--- src/rtl/rf_arb_pkg.sv ---
// Shared types and constants for the register-file write-back arbiter.
package rf_arb_pkg;

  localparam int XLEN = 64;
  localparam int NREG = 32;

  // Requester indices, also the encoding of the last-grant pointer
  localparam logic REQ_ALU = 1'b0;
  localparam logic REQ_LSU = 1'b1;

  // One queued register write
  typedef struct packed {
    logic [4:0]      rd;
    logic [XLEN-1:0] data;
  } wb_req_t;

endpackage

--- src/rtl/wb_fifo.sv ---
// Small synchronous FIFO of write-back requests; head is visible combinationally.
module wb_fifo
  import rf_arb_pkg::*;
#(
  parameter int DEPTH = 2
) (
  input  logic    clk,
  input  logic    rst,
  input  logic    push,
  input  wb_req_t wr_req,
  input  logic    pop,
  output wb_req_t head,
  output logic    full,
  output logic    empty
);

  localparam int AW = $clog2(DEPTH);
  localparam logic [AW:0] PTR_ONE = (AW + 1)'(1);

  wb_req_t     mem [DEPTH];
  logic [AW:0] wr_ptr;
  logic [AW:0] rd_ptr;

  // Extra pointer bit distinguishes full from empty when the indices match
  assign empty = (wr_ptr == rd_ptr);
  assign full  = (wr_ptr[AW] != rd_ptr[AW]) && (wr_ptr[AW-1:0] == rd_ptr[AW-1:0]);
  assign head  = mem[rd_ptr[AW-1:0]];

  // Pointer update; push and pop are independent and may coincide
  always_ff @(posedge clk) begin
    if (rst) begin
      wr_ptr <= '0;
      rd_ptr <= '0;
    end else begin
      if (push && !full) wr_ptr <= wr_ptr + PTR_ONE;
      if (pop && !empty) rd_ptr <= rd_ptr + PTR_ONE;
    end
  end

  // Storage write; contents need no reset since empty masks them
  always_ff @(posedge clk) begin
    if (push && !full) mem[wr_ptr[AW-1:0]] <= wr_req;
  end

endmodule

--- src/rtl/rf_wb_arbiter.sv ---
// Round-robin write-back arbiter for the single register-file write port,
// with per-register pending-write tracking for decode hazard stalls.
module rf_wb_arbiter #(
  parameter int XLEN  = 64,
  parameter int DEPTH = 2
) (
  input  logic            clk,
  input  logic            rst,
  input  logic            alu_valid,
  output logic            alu_ready,
  input  logic [4:0]      alu_rd,
  input  logic [XLEN-1:0] alu_data,
  input  logic            lsu_valid,
  output logic            lsu_ready,
  input  logic [4:0]      lsu_rd,
  input  logic [XLEN-1:0] lsu_data,
  output logic            Wen,
  output logic [4:0]      Rd_addr,
  output logic [XLEN-1:0] write_data,
  output logic [31:0]     pending
);

  import rf_arb_pkg::*;

  // A register can be targeted by every FIFO slot plus the grant stage
  localparam int CNT_MAX = 2 * DEPTH + 1;
  localparam int CW      = $clog2(CNT_MAX + 1);

  function automatic logic [CW-1:0] cnt_step(input logic [CW-1:0] cnt,
                                              input logic inc_a,
                                              input logic inc_b,
                                              input logic dec);
    return cnt + CW'(inc_a) + CW'(inc_b) - CW'(dec);
  endfunction

  wb_req_t alu_req, lsu_req;
  wb_req_t alu_head, lsu_head;
  logic    alu_full, alu_empty, lsu_full, lsu_empty;
  logic    alu_push, lsu_push;
  logic    gnt_alu, gnt_lsu;
  logic    last_grant;
  logic    vld_p0;
  wb_req_t req_p0;

  logic [CW-1:0] cnt     [1:NREG-1];
  logic [CW-1:0] cnt_nxt [1:NREG-1];

  // Ready reflects FIFO space only, so valid never reaches an output
  assign alu_ready = !alu_full && !rst;
  assign lsu_ready = !lsu_full && !rst;

  // x0 writes complete the handshake but are dropped here
  assign alu_push = alu_valid && alu_ready && (alu_rd != 5'd0);
  assign lsu_push = lsu_valid && lsu_ready && (lsu_rd != 5'd0);

  assign alu_req = '{rd: alu_rd, data: alu_data};
  assign lsu_req = '{rd: lsu_rd, data: lsu_data};

  wb_fifo #(.DEPTH(DEPTH)) u_alu_fifo (
    .clk    (clk),
    .rst    (rst),
    .push   (alu_push),
    .wr_req (alu_req),
    .pop    (gnt_alu),
    .head   (alu_head),
    .full   (alu_full),
    .empty  (alu_empty)
  );

  wb_fifo #(.DEPTH(DEPTH)) u_lsu_fifo (
    .clk    (clk),
    .rst    (rst),
    .push   (lsu_push),
    .wr_req (lsu_req),
    .pop    (gnt_lsu),
    .head   (lsu_head),
    .full   (lsu_full),
    .empty  (lsu_empty)
  );

  // Round-robin choice between the two FIFO heads
  always_comb begin
    gnt_alu = 1'b0;
    gnt_lsu = 1'b0;
    if (!alu_empty && (lsu_empty || last_grant == REQ_LSU)) gnt_alu = 1'b1;
    else if (!lsu_empty)                                    gnt_lsu = 1'b1;
  end

  // ---- stage p0: granted head popped into the grant register ----
  // Grant-stage control and round-robin pointer
  always_ff @(posedge clk) begin
    if (rst) begin
      vld_p0     <= 1'b0;
      last_grant <= REQ_LSU;
    end else begin
      vld_p0 <= gnt_alu || gnt_lsu;
      if (gnt_alu)      last_grant <= REQ_ALU;
      else if (gnt_lsu) last_grant <= REQ_LSU;
    end
  end

  // Grant-stage payload; qualified by vld_p0
  always_ff @(posedge clk) begin
    if (gnt_alu)      req_p0 <= alu_head;
    else if (gnt_lsu) req_p0 <= lsu_head;
  end

  // ---- stage p1: register-file port drive ----
  // Address and data hold their last written values while idle
  always_ff @(posedge clk) begin
    if (rst) begin
      Wen        <= 1'b0;
      Rd_addr    <= '0;
      write_data <= '0;
    end else begin
      Wen <= vld_p0;
      if (vld_p0) begin
        Rd_addr    <= req_p0.rd;
        write_data <= req_p0.data;
      end
    end
  end

  // Pending counters: count up on enqueue, down when the write is driven
  always_comb begin
    for (int i = 1; i < NREG; i++) begin
      cnt_nxt[i] = cnt_step(cnt[i],
                            alu_push && (alu_rd == 5'(i)),
                            lsu_push && (lsu_rd == 5'(i)),
                            vld_p0 && (req_p0.rd == 5'(i)));
    end
  end

  // Pending counter registers
  always_ff @(posedge clk) begin
    if (rst) begin
      for (int i = 1; i < NREG; i++) cnt[i] <= '0;
    end else begin
      for (int i = 1; i < NREG; i++) cnt[i] <= cnt_nxt[i];
    end
  end

  // Pending mask; x0 never pends
  always_comb begin
    pending = '0;
    for (int i = 1; i < NREG; i++) pending[i] = (cnt[i] != '0);
  end

  // Counters can neither wrap nor underflow
  always_ff @(posedge clk) begin
    if (!rst) begin
      for (int i = 1; i < NREG; i++) assert (cnt_nxt[i] <= CW'(CNT_MAX));
    end
  end

endmodule
--- config.mk ---
export PLATFORM = sky130hd
export DESIGN_NAME = rf_wb_arbiter
export DESIGN_NICKNAME = d
export VERILOG_FILES = /design/src/rtl/rf_arb_pkg.sv /design/src/rtl/wb_fifo.sv /design/src/rtl/rf_wb_arbiter.sv
export SDC_FILE = /design/constraint.sdc
export NUM_CORES = 1
export LEC_CHECK = 0
export ABC_AREA = 1
export CAP_MARGIN = 15
export CORE_MARGIN = 8
export CORE_UTILIZATION = 60
export CTS_CLUSTER_SIZE = 24
export DETAILED_ROUTE_END_ITERATION = 16
export PLACE_DENSITY = 0.84
export SKIP_LAST_GASP = 1
export SLEW_MARGIN = 10
export SYNTH_ARGS = -nofsm -noshare
export SYNTH_HDL_FRONTEND = slang
export SYNTH_SLANG_ARGS = --single-unit
--- constraint.sdc ---
create_clock -name clk -period 8.6 [get_ports clk]
set_input_delay 1.29 -clock clk [delete_from_list [all_inputs] [get_ports clk]]
set_output_delay 1.29 -clock clk [all_outputs]
set_load 0.01 [all_outputs]
==> impl_table.tex <==
\begin{tabular}{lr}
\hline
Metric & Value \\
\hline
\multicolumn{2}{l}{\textbf{Outcome}} \\
Result of the run & completed \\
\multicolumn{2}{l}{\textbf{Pwr}} \\
Total power per unit cell area & around 290 nW/um\^{}2 \\
Leakage power & 9.67 nW \\
IR Drop Worst-Case VDD & 0.219 mV \\
\multicolumn{2}{l}{\textbf{Floorplan}} \\
Die span in x & approximately 210 um \\
Die Y & between 200 and 250 um \\
Total die area & between 40000 and 50000 um\^{}2 \\
I/O pin total & between 200 and 250 \\
Std-Cell Rows & 70 \\
Core Region & between 30000 and 40000 um\^{}2 \\
Starting utilization of the core area & 0.603 \\
\multicolumn{2}{l}{\textbf{Yosys}} \\
Most area-consuming cells after synthesis & edfxtp\_1, dfxtp\_1, fa\_1, nor2\_1, nand2\_1 \\
Post-Synthesis Cell Area & around 22000 um\^{}2 \\
Net count after synthesis & 2067 \\
Total number of yosys warnings & 0 \\
Area share of the leading cell type in the synthesized netlist & 0.475 \\
Number of distinct library cell variants in the gate-level netlist after synthesis & 36 \\
Most used DFF post-synth & edfxtp\_1 \\
Seq cells post-synth & 520 \\
Share of the yosys chip area belonging to registers & 0.635 \\
Share of flip-flops with an asynchronous set or reset & 0 \\
Post-synth EDFFs & 345 \\
Gate count after technology mapping & 1832 \\
Avg Synthesized Cell Area & around 12 um\^{}2 \\
Cell taking the most area after synthesis & edfxtp\_1 \\
\multicolumn{2}{l}{\textbf{STA}} \\
Part of the cycle the worst path needs & 0.562 \\
Layout Skew & $\sim$0.026 ns \\
Count of endpoints failing setup in the final report & 0 \\
Total negative setup slack & 0 ns \\
Maximum frequency from static timing analysis & 207 MHz \\
Slew at the pin closest to its max-slew limit & 1.15 ns \\
Final count of hold timing violations & 0 \\
Setup repair after global routing missed its margin & false \\
Relative max-transition margin & 0.234 \\
Clock period minus worst slack & 4.84 ns \\
Slew Viols, Final & 0 \\
Final Hold Slack & between 0.4 and 0.5 ns \\
\multicolumn{2}{l}{\textbf{Critical path}} \\
Slowest cell on the critical path & inv\_2 \\
Capture instance of the worst register-to-register path & cnt[3][4]\$\_SDFF\_PP0\_ \\
Element type at the critical path end & register \\
Slowest Stage Delay on Critical Path & 0.78 ns \\
Critical Path Source Type & input pin \\
Required time at the endpoint of the critical path & roughly 9.1 ns \\
Reg2Reg Depth & 9 \\
Type of the worst setup path & in2reg \\
Worst Path Arrival & around 5.3 ns \\
Setup slack of the most critical reg-to-reg path & roughly 5.2 ns \\
Launch instance of the worst register-to-register path & vld\_p0\$\_SDFF\_PP0\_ \\
Max FO, Critical Path & 50 \\
Chain of cells forming the critical path & buf\_2 > inv\_2 > buf\_4 > nand2\_1 > nor2\_2 > inv\_1 > nor2\_4 > nand2\_1 > ha\_1 > fa\_1 > inv\_1 > fa\_1 > xnor2\_1 > xor2\_1 > nor2\_1 \\
\multicolumn{2}{l}{\textbf{Final layout}} \\
Signed area change from the synthesized netlist to the final layout & 19.9\% \\
Fin cells & between 2k and 3k \\
Layout Cell Area excl Fill & 26200 um\^{}2 \\
Number of nets in the layout & 2302 \\
Post-layout util & 0.723 \\
Commonest non-fill, non-tap cell in the layout & edfxtp\_1 \\
Multi-input gate area & roughly 6800 um\^{}2 \\
Fill cell count & $\sim$2.4k \\
Most frequent cells in the layout & edfxtp\_1, nor2\_1, clkdlybuf4s50\_1 \\
Layout cells sized above 1 & 0.101 \\
Area taken by flip-flops and latches & roughly 14000 um\^{}2 \\
\multicolumn{2}{l}{\textbf{Global routing}} \\
Global Route Usage Sum & 0.243 \\
Vias in the first global route & between 10k and 15k \\
Maximum number of pins on one net before global-route repair & around 100 \\
Antenna violations before repair & 7 \\
GR Overflow Total & 0 \\
Global-route wire length before repair & 79.6 mm \\
\multicolumn{2}{l}{\textbf{Place}} \\
Routability Congestion & approximately 0.92 \\
HPWL after detailed placement & between 30 and 40 mm \\
Placed Cells & 2482 \\
\# port buffers & 244 \\
Placement Cell Area & between 20000 and 25000 um\^{}2 \\
\multicolumn{2}{l}{\textbf{Clock network}} \\
Sink Count & between 500 and 600 \\
Number of setup buffers added after CTS & 0 \\
Clock tree from TritonCTS & built \\
Clk slew on worst S/H paths & around 0.07 ns \\
Clock buffer depth & 3 \\
H-tree depth & 2 \\
Clk\_lat worst skew & around 0.6 ns \\
\# hold bufs at CTS & 0 \\
Resized cells post-CTS & 0 \\
Clock tree root buffer cell & clkbuf\_16 \\
Number of buffers created by CTS & 51 \\
\multicolumn{2}{l}{\textbf{Route}} \\
Via count & between 10k and 15k \\
Number of optimization iterations in the first detailed-route pass & 7 \\
Number of DRC markers after the initial detailed-route iteration & around 1.1k \\
Remaining DRCs & 0 \\
Ratio of routed vias to standard cells & about 5.5 \\
Wire length per cell after detailed routing & $\sim$20 um \\
Number of routed nets with antenna violations & 0 \\
Total wirelength of the detailed-routed design & slightly above 50 mm \\
\multicolumn{2}{l}{\textbf{Flow run}} \\
Max-capacitance violation count & 0 \\
\multicolumn{2}{l}{\textbf{Worst hold path}} \\
Startpoint of the lowest-slack hold path & req\_p0[44]\$\_DFFE\_PP\_ \\
Worst hold path type & reg2reg \\
Worst hold path endpoint & write\_data[44]\$\_SDFFE\_PP0P\_ \\
Min-Delay Path Depth & 2 \\
\hline
\end{tabular}
-- worst max-delay path by stage --
stage               start                              to  cells after the start
floorplan             rst  u_lsu_fifo.mem[0][0]$_DFFE_PP_                      6
global placement      rst           cnt[1][23]$_SDFF_PP0_                     15
detailed placement    rst           cnt[1][23]$_SDFF_PP0_                     15
CTS                   rst           cnt[1][23]$_SDFF_PP0_                     15
global route          rst            cnt[1][2]$_SDFF_PP0_                     15
finish                rst            cnt[1][2]$_SDFF_PP0_                     15
-- critical path: cells and delay by family --
family	cells	cell delay [ns]
simple gates	5	0.85
buf+inv	5	1.82
xor+xnor	2	0.40
fa+ha+maj	3	0.88
-- cells by family after synthesis --
logic type	Yosys count	share of synthesized area
AOI/OAI and AO/OA	185	0.0427
xor gates and xnor gates	41	0.0165
adders and majority gates	93	0.0747
buffers and inverters	270	0.0553
DFF	520	0.635
muxes	138	0.0673
other	1	0.000172
and+or+nand+nor	584	0.108
-- power breakdown --
part,internal [mW],switching [mW]
Sequential,3.24,0.274
Combinational,0.777,1.15
Clock,1.27,0.946
Total,5.29,2.37
-- layer usage --
| layer | up-vias | share of wire | GRT usage |
|---|---|---|---|
| met5 | - | 0.00053 | 0 |
| met4 | 4 | 0.038 | 0.121 |
| met3 | 136 | 0.074 | 0.0504 |
| met2 | 596 | 0.50 | 0.414 |
| met1 | 6954 | 0.39 | 0.291 |
| li1 | 6499 | - | - |
-- cell usage after synthesis, types with 30 or more instances --
library cell and n:
clkbuf_1 31, dfxtp_1 175, nand2_1 217, a21oi_1 38, mux2i_1 69, ha_1 31
o21ai_0 117, edfxtp_1 345, fa_1 62, mux2_2 69, xor2_1 30, inv_1 191
nor2_1 309
-- final cells by class --
type	count	area share
antenna	5	0.000478
clock buffer	73	0.0539
sequential	520	0.530
inverter	197	0.0283
timing repair buffer	255	0.0964
clock inverter	22	0.00952
tap	468	0.0224
multi-input combinational	1042	0.259
-- metrics by stage --
| stage | worst slack, ns | total power, mW |
|---|---|---|
| after CTS | 3.85 | 7.69 |
| after global placement | 3.30 | 5.39 |
| final | 3.76 | 7.66 |
| after global routing | 3.46 | 8.00 |
| after floorplan | 3.34 | 4.71 |
| after detailed placement | 3.24 | 5.48 |
-- sequential cells by signal (all words and copies together), names as in the netlist, named ones only --
| name | count |
|---|---|
| u_alu_fifo.mem | 138 |
| write_data | 64 |
| u_alu_fifo.wr_ptr | 2 |
| vld_p0 | 1 |
| u_lsu_fifo.wr_ptr | 2 |
| cnt | 93 |
| req_p0 | 69 |
| Wen | 1 |
| u_alu_fifo.rd_ptr | 2 |
| last_grant | 1 |
| Rd_addr | 5 |
| u_lsu_fifo.rd_ptr | 2 |
| u_lsu_fifo.mem | 138 |
Note: power is estimated with default switching activity, not from simulation.
